`config.mk`:
```
export PLATFORM = sky130hd
export DESIGN_NAME = debounce_sync_flat
export DESIGN_NICKNAME = d
export VERILOG_FILES = /design/src/rtl/debounce_sync_if.sv /design/src/rtl/debounce_sync.sv /design/src/flat_wrapper.sv
export SDC_FILE = /design/constraint.sdc
export NUM_CORES = 1
export LEC_CHECK = 0
export BUFFER_PORTS_ARGS = -buffer_cell sky130_fd_sc_hd__buf_2
export CELL_PAD_IN_SITES_DETAIL_PLACEMENT = 1
export CELL_PAD_IN_SITES_GLOBAL_PLACEMENT = 1
export CORE_MARGIN = 4
export CORE_UTILIZATION = 29
export DETAILED_ROUTE_END_ITERATION = 12
export MAX_ROUTING_LAYER = met4
export PLACE_DENSITY_LB_ADDON = 0.08
export SLEW_MARGIN = 5
export SYNTH_ARGS = -nofsm -noshare
export SYNTH_HDL_FRONTEND = slang
export SYNTH_SLANG_ARGS = --single-unit
```
`constraint.sdc`:
```
create_clock -name clk -period 2.3 [get_ports clk]
set_input_delay 0.115 -clock clk [delete_from_list [all_inputs] [get_ports clk]]
set_output_delay 0.115 -clock clk [all_outputs]
set_load 0.005 [all_outputs]
```
`src/rtl/debounce_sync_if.sv`:
```
// Level-input conditioning bus: raw level and count tick in, clean level,
// edge pulses and qualify status out.
interface debounce_sync_if;
    logic din;
    logic en;
    logic dout;
    logic rise;
    logic fall;
    logic busy;

    modport master (
        output din,
        output en,
        input  dout,
        input  rise,
        input  fall,
        input  busy
    );

    modport slave (
        input  din,
        input  en,
        output dout,
        output rise,
        output fall,
        output busy
    );
endinterface

```
`src/rtl/debounce_sync.sv`:
```
// Two-flop synchroniser followed by a stability filter that only accepts a new
// level after it has held for STABLE_CYCLES enabled ticks; emits edge pulses.
module debounce_sync #(
    parameter int unsigned CNT_W         = 16,
    parameter int unsigned STABLE_CYCLES = 50000,
    parameter logic        RST_VAL       = 1'b0
) (
    input  logic            clk,
    input  logic            rst,
    debounce_sync_if.slave  bus
);

    generate
        if (STABLE_CYCLES < 1 ||
            64'(STABLE_CYCLES) > ((64'd1 << CNT_W) - 64'd1)) begin : g_bad_param
            $error("debounce_sync: STABLE_CYCLES out of range for CNT_W");
        end
    endgenerate

    localparam logic [CNT_W-1:0] LAST = CNT_W'(STABLE_CYCLES - 1);

    typedef enum logic {STABLE, QUALIFY} state_t;

    logic             s1;
    logic             s2;
    logic             dout;
    logic             rise;
    logic             fall;
    logic [CNT_W-1:0] cnt;

    logic             dout_nxt;
    logic             rise_nxt;
    logic             fall_nxt;
    logic [CNT_W-1:0] cnt_nxt;
    state_t           state;

    // Filter state is implied by the registers: disagreement means a change is pending.
    assign state = (s2 != dout) ? QUALIFY : STABLE;

    always_ff @(posedge clk) begin
        if (rst) begin
            s1   <= RST_VAL;
            s2   <= RST_VAL;
            dout <= RST_VAL;
            cnt  <= '0;
            rise <= 1'b0;
            fall <= 1'b0;
        end else begin
            s1   <= bus.din;
            s2   <= s1;
            dout <= dout_nxt;
            cnt  <= cnt_nxt;
            rise <= rise_nxt;
            fall <= fall_nxt;
        end
    end

    always_comb begin
        dout_nxt = dout;
        cnt_nxt  = cnt;
        rise_nxt = 1'b0;
        fall_nxt = 1'b0;
        case (state)
            STABLE: cnt_nxt = '0;
            QUALIFY: begin
                if (bus.en) begin
                    if (cnt == LAST) begin
                        dout_nxt = s2;
                        cnt_nxt  = '0;
                        rise_nxt = s2;
                        fall_nxt = ~s2;
                    end else begin
                        cnt_nxt = cnt + CNT_W'(1);
                    end
                end
            end
            default: cnt_nxt = '0;
        endcase
    end

    always_comb begin
        bus.dout = dout;
        bus.rise = rise;
        bus.fall = fall;
        bus.busy = (state == QUALIFY);
    end

endmodule

```
`src/flat_wrapper.sv`:
```
// flat-port wrapper written by rule: the top's interface ports become plain ports
module debounce_sync_flat 
#(
    parameter int unsigned CNT_W         = 16,
    parameter int unsigned STABLE_CYCLES = 50000,
    parameter logic        RST_VAL       = 1'b0
)
  (clk, rst, bus_din, bus_en, bus_dout, bus_rise, bus_fall, bus_busy);
  debounce_sync_if bus_i ();
  input  logic clk;
  input  logic rst;
  input wire logic [$bits(bus_i.din)-1:0] bus_din;
  input wire logic [$bits(bus_i.en)-1:0] bus_en;
  output wire logic [$bits(bus_i.dout)-1:0] bus_dout;
  output wire logic [$bits(bus_i.rise)-1:0] bus_rise;
  output wire logic [$bits(bus_i.fall)-1:0] bus_fall;
  output wire logic [$bits(bus_i.busy)-1:0] bus_busy;
  assign bus_i.din = bus_din;
  assign bus_i.en = bus_en;
  assign bus_dout = bus_i.dout;
  assign bus_rise = bus_i.rise;
  assign bus_fall = bus_i.fall;
  assign bus_busy = bus_i.busy;
  debounce_sync #(.CNT_W(CNT_W), .STABLE_CYCLES(STABLE_CYCLES), .RST_VAL(RST_VAL)) u_core (.clk(clk), .rst(rst), .bus(bus_i));
endmodule
```
==> metrics.md, run 1 <==
| Metric | Value |
|---|---|
| RSZ-0062 raised after global routing | `false` |
| HP Start | `bus_din` |
| Worst r2r src | `u_core.cnt[12]` |
| Worst Path Required | `2440 ps` |
| Largest family of logic cells by synthesized area | `simple AND/OR/NAND/NOR gates` |
| Yosys warns | `0` |
| Core Area | `3720 µm²` |
| Synth Area per Inst | `9.24 µm²` |
| R2R cell count | `4` |
| Top delay family on crit path | `simple AND/OR/NAND/NOR gates` |
| Cell area after synthesis | `1130 µm²` |
| Vias in the first global route | `1,079` |
| Post-synth EDFFs | `0` |
| Sink Count | `21` |
| Most frequent cell after synthesis | `dfxtp_1` |
| Period minus WS final | `1900 ps` |
| DR vias | `1,015` |
| Global-route wire length before repair | `5330 µm` |
| Overall power consumption | `0.645 mW` |
| Nets | `136` |
| Routed vias/inst | `5.70` |
| Skew final | `5.35 ps` |
| # diodes | `0` |
| Relative slew slack | `0.622` |
| Die ar. | `4950 µm²` |
| Max_cap viols | `0` |
| Initial antenna violation count | `0` |
| H-tree depth | `1` |
| Cts repair resizes | `0` |
| Worst-path maximum fanout | `10` |
| Worst slew pin tran | `568 ps` |
| Fin util | `0.336` |
| Width of the die | `70.4 µm` |
| Area Growth Syn to Fin | `10.8%` |
| Syn nets | `127` |
| Final hold violation count | `0` |
| # setup viols final | `0` |
| Bufs and invs on worst path | `0` |
| Final slew viol count | `0` |
| Setup Total Neg Slack | `0 ps` |
| Site row count | `22` |
| Post-DRT Antenna Nets | `0` |
| CP Capture Type | `flip-flop` |
| Hold Crit Endpoint | `u_core.s1` |
| Post-route cell area | `1250 µm²` |
| Lkg Pwr | `0.397 nW` |
| Worst skew pair latency | `260 ps` |
| Top cell type's share of synthesized area | `0.373` |
| Crit path arrival time | `2040 ps` |
| Area leader, netlist | `dfxtp_1` |
| Synth Instances | `122` |
| Ports | `8` |
| Total gr overflow | `0` |
| Post-synth cell types | `46` |
| Wirelength per Cell | `17.5 µm` |
| Clock buffer depth | `2` |
| Initial DRC Count | `38` |
| Top FF cell, synth | `dfxtp_1` |
| CP Cell Sequence | `nor4b_2 -> nand4_2 -> o21ai_0 -> nor3_1` |
| Adder-Cell Fraction of Synth Area | `0.0111` |
| Hold Crit Depth | `2` |
| Multiplexer area fraction after synthesis | `0.00888` |
| Synth Area in XOR/XNOR | `0.0233` |
| Top cells by area, synth | `dfxtp_1 (37%), a32o_1 (5.3%), o21ai_0 (4.0%)` |
| Share of layout cells above drive strength 1 | `0.208` |
| Largest net degree at the start of global routing | `14` |
| Worst VDD drop | `0.162 mV` |
| Final wirelength | `3110 µm` |
| Compound-Gate Fraction of Synth Area | `0.215` |
| RD Place Congestion | `0.791` |
| Status | `finished clean` |
| Clock transition at path regs | `80 ps` |
| Post-CTS Setup Bufs | `0` |
| Clock Tree Root | `clkbuf_8` |
| Startpoint types | `flip-flop` |
| Post-synthesis register bit count | `21` |
| Placed inst area | `1200 µm²` |
| R2R Setup Slk | `400 ps` |
| Critical setup path kind | `reg -> reg` |
| Initial Util | `0.303` |
| Die Y | `70.4 µm` |
| GRT Overall Usage | `0.137` |
| Fraction of registers with async set/reset | `0` |
| Port Buffers | `7` |
| Simple-Gate Fraction of Synth Area | `0.332` |
| Hold WC Path Type | `in -> reg` |
| Power Density | `517 nW/µm²` |
| CTS tree | `built` |
| Slowest cell on crit path | `nor4b_2` |
| Fin crit share | `0.827` |
| Max frequency | `526 MHz` |
| Final HPWL DP | `2230 µm` |
| Slowest stage delay, CP | `470 ps` |
| Drt pass-1 iters | `4` |
| Drt drc | `0` |
| Post-CTS Hold Fix Bufs | `0` |
| Seq/Total Area, Yosys | `0.373` |
| CTS buffer count | `3` |
| FF-to-FF End | `u_core.cnt[5]` |
| Synth cell count leaders | `dfxtp_1 (21), nand2_1 (11), o21ai_0 (9), a32o_1 (6), nor3_1 (6)` |
[worst register-to-register path: cells and delay by family (launching register included)]
kind	cells	cell delay (ps)
AO/OA/AOI/OAI	1	440
flip-flops	1	370
AND/OR/NAND/NOR	3	970
[cell usage in the layout (no fill, tap or decap), types with 3 or more instances in the layout]
master	n
nand2_1	11
nor2b_1	3
a21oi_1	5
a32o_1	6
nor3_1	6
dfxtp_1	21
o21ai_0	9
nand4_1	4
nand3_1	4
nor4_1	5
nor2_1	5
buf_2	7
a31oi_1	3
clkbuf_8	3
[cells by family (layout without fill, tap and decap cells)]
family                   count (synthesis)  count (layout)
AO/OA/AOI/OAI                           33              33
XOR/XNOR                                 3               3
adder cells (fa/ha/maj)                  1               1
buffers and inverters                    7              15
flip-flops                              21              21
multiplexers                             1               1
AND/OR/NAND/NOR                         56              56
[cell type report]
cell class | count | area, µm²
Multi-Input combinational cell | 94 | 666
Tap cell | 48 | 60.1
Sequential cell | 21 | 420
Clock buffer | 4 | 45.0
Inverter | 2 | 7.51
Fill cell | 464 | 2470
Timing Repair Buffer | 9 | 50.0
[through the flow]
step | worst slack (ps) | hold WS, ps | std cells
2_1_floorplan | 585 | 184 | 122
3_3_place_gp | 479 | 336 | 174
3_5_place_dp | 427 | 339 | 174
4_1_cts | 405 | 69.4 | 178
5_1_grt | 266 | 104 | 178
6_report | 399 | 71.3 | 178
[sequential cells by signal (all words and copies together), names as in the netlist]
| signal | flops |
|---|---|
| u_core.s2 | 1 |
| u_core.bus.dout | 1 |
| u_core.bus.rise | 1 |
| u_core.s1 | 1 |
| u_core.cnt | 16 |
| u_core.bus.fall | 1 |
[routing by layer]
metal / vias to the layer above / global-route usage / share of wire
met2: 9 / 0.219 / 0.49
met1: 506 / 0.179 / 0.49
met5: - / - / 0
met4: 0 / 0.0447 / 0.0093
li1: 496 / - / -
met3: 4 / 0.0173 / 0.016
[power by group]
group / internal, mW / switching (mW) / leakage [nW]
sequential: 0.365 / 0.00129 / 0.170
clock: 0.124 / 0.126 / 0.0228
combinational: 0.00885 / 0.0205 / 0.205
total: 0.498 / 0.148 / 0.397
[worst max path at each step]
| stage | start | endpoint | slack, ps | cells after the start |
|---|---|---|---|---|
| CTS | u_core.cnt[2] | u_core.cnt[15] | 410 | 4 |
| global placement | u_core.cnt[12] | u_core.cnt[3] | 480 | 4 |
| finish | u_core.cnt[12] | u_core.cnt[5] | 400 | 4 |
| global route | u_core.cnt[4] | u_core.cnt[5] | 270 | 4 |
| floorplan | u_core.cnt[0] | u_core.cnt[3] | 580 | 6 |
| detailed placement | u_core.cnt[4] | u_core.cnt[15] | 430 | 4 |
No activity file was read; power rests on OpenSTA's default activity.
==> run 2: changes to the inputs <==
ABC_AREA = 1   (was default)
clock period = 1.7 ns   (was 2.3 ns; I/O delays follow)
==> metrics.md, run 2 <==
| Metric | Value |
|---|---|
| Leading cell types in the layout, fill and taps excluded | `nand2_1 (35), nor2_1 (32), dfxtp_1 (21) (was dfxtp_1 (21), nand2_1 (11), o21ai_0 (9))` |
| Worst slew pin tran | `337 ps (was 568 ps)` |
| Top FF cell, synth | `dfxtp_1 (unchanged)` |
| Initial DRC Count | `45 (was 38)` |
| Inst Count DP | `227 (was 174)` |
| Skew final | `7.67 ps (was 5.35 ps)` |
| Drt pass-1 iters | `4 (unchanged)` |
| Worst skew pair latency | `260 ps (about the same)` |
| Post-synth EDFFs | `0 (unchanged)` |
| Post-DRT Antenna Nets | `0 (unchanged)` |
| Drt drc | `0 (unchanged)` |
| Area leader, netlist | `dfxtp_1 (unchanged)` |
| Syn nets | `177 (was 127)` |
| Cts repair resizes | `0 (unchanged)` |
| Largest net degree at the start of global routing | `12 (was 14)` |
| Global-route wire length before repair | `5490 µm (was 5330 µm)` |
| Worst-path maximum fanout | `8 (was 10)` |
| Yosys warns | `0 (unchanged)` |
| Initial antenna violation count | `0 (unchanged)` |
| Top routing layer in use | `met4 (unchanged)` |
| Die Y | `71.4 µm (was 70.4 µm)` |
| H-tree depth | `1 (unchanged)` |
| Max frequency | `684 MHz (was 526 MHz)` |
| Most frequent cell after synthesis | `nand2_1 (was dfxtp_1)` |
| Largest reg by FF count | `u_core.cnt (unchanged)` |
| Sink Count | `21 (unchanged)` |
| Startpoint types | `flip-flop (unchanged)` |
| Total gr overflow | `0 (unchanged)` |
| Hold WS | `28.0 ps (was 71.3 ps)` |
| Max reg flops | `16 (unchanged)` |
| Worst Path Required | `1850 ps (was 2440 ps)` |
| Post-Layout Cell Count | `231 (was 178)` |
| Width of the die | `71.4 µm (was 70.4 µm)` |
| Status | `finished clean (unchanged)` |
| Clock buffer depth | `2 (unchanged)` |
| Final hold violation count | `0 (unchanged)` |
| Post-synthesis register bit count | `21 (unchanged)` |
| Top cells by area, synth | `dfxtp_1 (36%), nand2_1 (11%), nor2_1 (10%) (was dfxtp_1 (37%), a32o_1 (5.3%), o21ai_0 (4.0%))` |
| CP Capture Type | `flip-flop (unchanged)` |
| Area Growth Syn to Fin | `11.7% (was 10.8%)` |
| Final wirelength | `3050 µm (was 3110 µm)` |
| Final HPWL DP | `2480 µm (was 2230 µm)` |
| Seq/Total Area, Yosys | `0.360 (was 0.373)` |
| RD Place Congestion | `0.836 (was 0.791)` |
| Synth Area per Inst | `6.79 µm² (was 9.24 µm²)` |
| Top cell type's share of synthesized area | `0.360 (was 0.373)` |
| Synth Instances | `172 (was 122)` |
| Fraction of registers with async set/reset | `0 (unchanged)` |
| Site row count | `22 (unchanged)` |
| Ports | `8 (unchanged)` |
| Worst VDD drop | `0.357 mV (was 0.162 mV)` |
| Initial Util | `0.310 (was 0.303)` |
| Lkg Pwr | `0.515 nW (was 0.397 nW)` |
| Max_cap viols | `0 (unchanged)` |
| CTS buffer count | `3 (unchanged)` |
| RSZ-0062 raised after global routing | `false (unchanged)` |
| Hold WC Path Type | `in -> reg (unchanged)` |
| Post-synth cell types | `24 (was 46)` |
| Setup Total Neg Slack | `0 ps (unchanged)` |
| Vias in the first global route | `1,166 (was 1,079)` |
| Period minus WS final | `1460 ps (was 1900 ps)` |
| # diodes | `0 (unchanged)` |
| Post-CTS Setup Bufs | `0 (unchanged)` |
| Synth cell count leaders | `nand2_1 (35), nor2_1 (32), dfxtp_1 (21), inv_1 (17), nand3_1 (15) (was dfxtp_1 (21), nand2_1 (11), o21ai_0 (9), a32o_1 (6), nor3_1 (6))` |
| Fin crit share | `0.860 (was 0.827)` |
| Share of layout cells above drive strength 1 | `0.202 (was 0.208)` |
| DR vias | `1,074 (was 1,015)` |
| Clock Tree Root | `clkbuf_8 (unchanged)` |
| Cell area after synthesis | `1170 µm² (was 1130 µm²)` |
| Wirelength per Cell | `13.2 µm (was 17.5 µm)` |
| Final slew viol count | `0 (unchanged)` |
| Post-CTS Hold Fix Bufs | `0 (unchanged)` |
| Nets | `189 (was 136)` |
| CTS tree | `built (unchanged)` |
| Metal3 WL | `57 µm (was 51 µm)` |
| Routed vias/inst | `4.65 (was 5.70)` |
| Critical setup path kind | `reg -> reg (unchanged)` |
| Crit path arrival time | `1620 ps (was 2040 ps)` |
| M1 WL | `1530 µm (was 1520 µm)` |
| Core Area | `3770 µm² (was 3720 µm²)` |
| Relative slew slack | `0.774 (was 0.622)` |
| Met2 WL | `1430 µm (was 1510 µm)` |
| Die ar. | `5100 µm² (was 4950 µm²)` |
| Power Density | `670 nW/µm² (was 517 nW/µm²)` |
| Commonest non-fill, non-tap cell in the layout | `nand2_1 (was dfxtp_1)` |
| GRT Overall Usage | `0.141 (was 0.137)` |
| Clock transition at path regs | `80 ps (about the same)` |
| # setup viols final | `0 (unchanged)` |
| Port Buffers | `7 (unchanged)` |
-- run 2: changes by cell type after synthesis, sizes merged, moves of 4 or more --
cell	change
a32o	-6
inv	+19
nand2	+33
nand3	+12
nor2	+33
nor3	-5
nor4	-5
nor4b	-4
o21ai	-5
-- run 2: layout make-up --
cell class,count,area [µm²]
Fill cell,494,2470
Multi-Input combinational cell,128,653
Sequential cell,21,420
Inverter,22,82.6
Tap cell,48,60.1
Clock buffer,4,45.0
Timing Repair Buffer,8,42.5
-- run 2: cell families (layout without fill, tap and decap cells) --
| family | count (synthesis) | after routing | synth area share |
|---|---|---|---|
| DFF | 21 | 21 | 0.360 |
| adders and majority gates | 1 | 1 | 0.0107 |
| buffers and inverters | 23 | 34 | 0.0804 |
| and+or+nand+nor | 112 | 112 | 0.465 |
| AOI/OAI and AO/OA | 10 | 10 | 0.0461 |
| xor gates and xnor gates | 5 | 5 | 0.0375 |
-- run 2: critical path, cell delays in order (launching register included) --
cell and delay, ps:
dfxtp_1 380, ha_1 200, nand3_1 140, nor2_1 160
nand2_2 140, nand2_2 140, nor2_1 60, nor2_1 90
nor2_1 40
-- run 2: final timing paths --
path | depth (start not counted) | end | from | slack (ps)
worst max-delay path | 8 | u_core.cnt[13] | u_core.cnt[1] | 240
worst min register to register | 2 | u_core.s2 | u_core.s1 | 400
worst min-delay path | 3 | u_core.s1 | bus_din | 30
worst max register to register | 8 | u_core.cnt[13] | u_core.cnt[1] | 240
-- run 2: through the flow --
stage	utilization	worst slack [ps]	power, mW	area (µm²)
finish	0.346	239	0.874	1300
global route	0.346	2.23	0.917	1300
CTS	0.346	215	0.895	1300
detailed placement	0.334	224	0.548	1260
global placement	0.334	286	0.548	1260
floorplan	-	386	0.534	1170
-- run 2: per-layer routing --
layer	vias up	GRT usage
met5	-	-
met4	0	0.0438
met3	4	0.0168
met2	10	0.227
met1	494	0.184
li1	566	-
-- run 2: power by group --
| part | total, mW | internal [mW] | switching [mW] |
|---|---|---|---|
| logic | 0.0393 | 0.0117 | 0.0276 |
| registers | 0.496 | 0.494 | 0.00198 |
| clock network | 0.338 | 0.167 | 0.171 |
| total | 0.874 | 0.673 | 0.201 |
==> run 3: changes to the inputs <==
PLACE_DENSITY = 0.58   (was default)
PLACE_DENSITY_LB_ADDON = default   (was 0.08)
==> metrics.md, run 3 (same netlist as run 2, synthesis figures left out) <==
| Metric | Value |
|---|---|
| Setup Total Neg Slack | `0 ps (unchanged)` |
| Site row count | `22 (unchanged)` |
| Max reg flops | `16 (unchanged)` |
| Final wirelength | `3030 µm (was 3050 µm)` |
| GR Layer Usage met2 | `0.216 (was 0.227)` |
| Pre-CTS setup slack | `184 ps (was 224 ps)` |
| Largest net degree at the start of global routing | `12 (unchanged)` |
| Die Y | `71.4 µm (unchanged)` |
| Final hold violation count | `0 (unchanged)` |
| Final HPWL DP | `2460 µm (was 2480 µm)` |
| Worst skew pair latency | `260 ps (about the same)` |
| Switching power | `0.203 mW (was 0.201 mW)` |
| H-tree depth | `1 (unchanged)` |
| Initial Util | `0.310 (unchanged)` |
| Final slew viol count | `0 (unchanged)` |
| Fillers | `490 (was 494)` |
| Port Buffers | `7 (unchanged)` |
| Skew final | `5.97 ps (was 7.67 ps)` |
| Area Growth Syn to Fin | `11.7% (unchanged)` |
| Commonest non-fill, non-tap cell in the layout | `nand2_1 (unchanged)` |
| Nets | `189 (unchanged)` |
| Share of layout cells above drive strength 1 | `0.202 (unchanged)` |
| Max frequency | `656 MHz (was 684 MHz)` |
| Initial DRC Count | `55 (was 45)` |
| Most Used Layer, Global Route | `met2 (unchanged)` |
| RD Place Congestion | `0.783 (was 0.836)` |
| Core Area | `3770 µm² (unchanged)` |
| Sink Count | `21 (unchanged)` |
| Placed inst area | `1260 µm² (unchanged)` |
| Grt met3 use | `0.0295 (was 0.0168)` |
| CTS buffer count | `3 (unchanged)` |
| DR vias | `1,095 (was 1,074)` |
| RSZ-0062 raised after global routing | `false (unchanged)` |
| GRT Overall Usage | `0.133 (was 0.141)` |
| Fin util | `0.346 (unchanged)` |
| Routed vias/inst | `4.74 (was 4.65)` |
| Overall power consumption | `0.876 mW (was 0.874 mW)` |
| CP Capture Type | `flip-flop (unchanged)` |
| Post-DRT Antenna Nets | `0 (unchanged)` |
| Cts repair resizes | `0 (unchanged)` |
| P_int | `0.673 mW (about the same)` |
| Global-route wire length before repair | `5220 µm (was 5490 µm)` |
| Relative slew slack | `0.754 (was 0.774)` |
| Max_cap viols | `0 (unchanged)` |
| Hold WS | `25.6 ps (was 28.0 ps)` |
| Combinational fraction of design power | `0.045 (about the same)` |
| Lkg Pwr | `0.515 nW (unchanged)` |
| Worst slew pin tran | `366 ps (was 337 ps)` |
| Worst VDD drop | `0.275 mV (was 0.357 mV)` |
| # setup viols final | `0 (unchanged)` |
| Period minus WS final | `1530 ps (was 1460 ps)` |
| Hold WC Path Type | `in -> reg (unchanged)` |
| Inst Count DP | `227 (unchanged)` |
| Vias in the first global route | `1,095 (was 1,166)` |
| Drt drc | `0 (unchanged)` |
| Clock buffer depth | `2 (unchanged)` |
| Clk network pwr share | `0.388 (was 0.387)` |
| Sequential power share | `0.567 (was 0.568)` |
| Footprint of the multi-input gates | `653 µm² (unchanged)` |
| Worst Path Required | `1860 ps (was 1850 ps)` |
| Power Density | `672 nW/µm² (was 670 nW/µm²)` |
| Sw frac | `0.231 (was 0.230)` |
| Crit path arrival time | `1690 ps (was 1620 ps)` |
| Largest reg by FF count | `u_core.cnt (unchanged)` |
| Worst-path maximum fanout | `8 (unchanged)` |
| Post-Layout Cell Count | `231 (unchanged)` |
| Clock transition at path regs | `80 ps (about the same)` |
| Fin crit share | `0.897 (was 0.860)` |
| Ports | `8 (unchanged)` |
| Total gr overflow | `0 (unchanged)` |
| Post-CTS Hold Fix Bufs | `0 (unchanged)` |
| Met1 global-route usage | `0.164 (was 0.184)` |
| Startpoint types | `flip-flop (unchanged)` |
| Drt pass-1 iters | `4 (unchanged)` |
| Width of the die | `71.4 µm (unchanged)` |
| Die ar. | `5100 µm² (unchanged)` |
| # diodes | `0 (unchanged)` |
| CTS tree | `built (unchanged)` |
| Post-route cell area | `1300 µm² (unchanged)` |
| Setup WS post-layout | `174 ps (was 239 ps)` |
| Leading cell types in the layout, fill and taps excluded | `nand2_1 (35), nor2_1 (32), dfxtp_1 (21) (unchanged)` |
| Post-CTS Setup Bufs | `0 (unchanged)` |
| Clock Tree Root | `clkbuf_8 (unchanged)` |
| Initial antenna violation count | `0 (unchanged)` |
| Critical setup path kind | `reg -> reg (unchanged)` |
| Wirelength per Cell | `13.1 µm (was 13.2 µm)` |
| Status | `finished clean (unchanged)` |
| Register area | `420 µm² (unchanged)` |
[run 3: cell counts in the layout (fill, tap and decap cells not counted)]
Identical to the previous run, type by type.
[run 3: power groups by stage]
| stage | sequential, mW | clock (mW) | combinational (mW) |
|---|---|---|---|
| 2_1_floorplan | 0.508 | 0 | 0.0262 |
| 3_3_place_gp | 0.508 | 0 | 0.0397 |
| 3_5_place_dp | 0.508 | 0 | 0.0401 |
| 4_1_cts | 0.497 | 0.362 | 0.0403 |
| 5_1_grt | 0.497 | 0.372 | 0.0450 |
| 6_report | 0.496 | 0.340 | 0.0396 |
[run 3: area by class of cell]
| class | count | share of cell area |
|---|---|---|
| repair buffers | 8 | 0.0326 |
| clock buffers | 4 | 0.0345 |
| flip-flops and latches | 21 | 0.322 |
| inverters | 22 | 0.0633 |
| well taps | 48 | 0.0461 |
| multi-input cells | 128 | 0.501 |
[run 3: final timing paths]
check                                    from       endpoint  slack (ps)  cells past startpoint
worst min register to register      u_core.s1      u_core.s2         410                      2
worst max register to register  u_core.cnt[0]  u_core.cnt[7]         170                      8
worst max-delay path            u_core.cnt[0]  u_core.cnt[7]         170                      8
worst min-delay path                  bus_din      u_core.s1          30                      3
[run 3: worst max-delay path, stage by stage, from the launching register on]
cell	delay [ps]
dfxtp_1	380
ha_1	220
nand3_1	150
nor2_1	170
nand2_2	150
nand2_2	90
nand2_2	80
nand2_4	110
nor2_1	70
[run 3: routing by layer]
| metal | vias to the layer above | share of wire |
|---|---|---|
| li1 | 562 | - |
| met1 | 519 | 0.47 |
| met2 | 12 | 0.49 |
| met3 | 2 | 0.033 |
| met4 | 0 | 0.0059 |
| met5 | - | 0 |
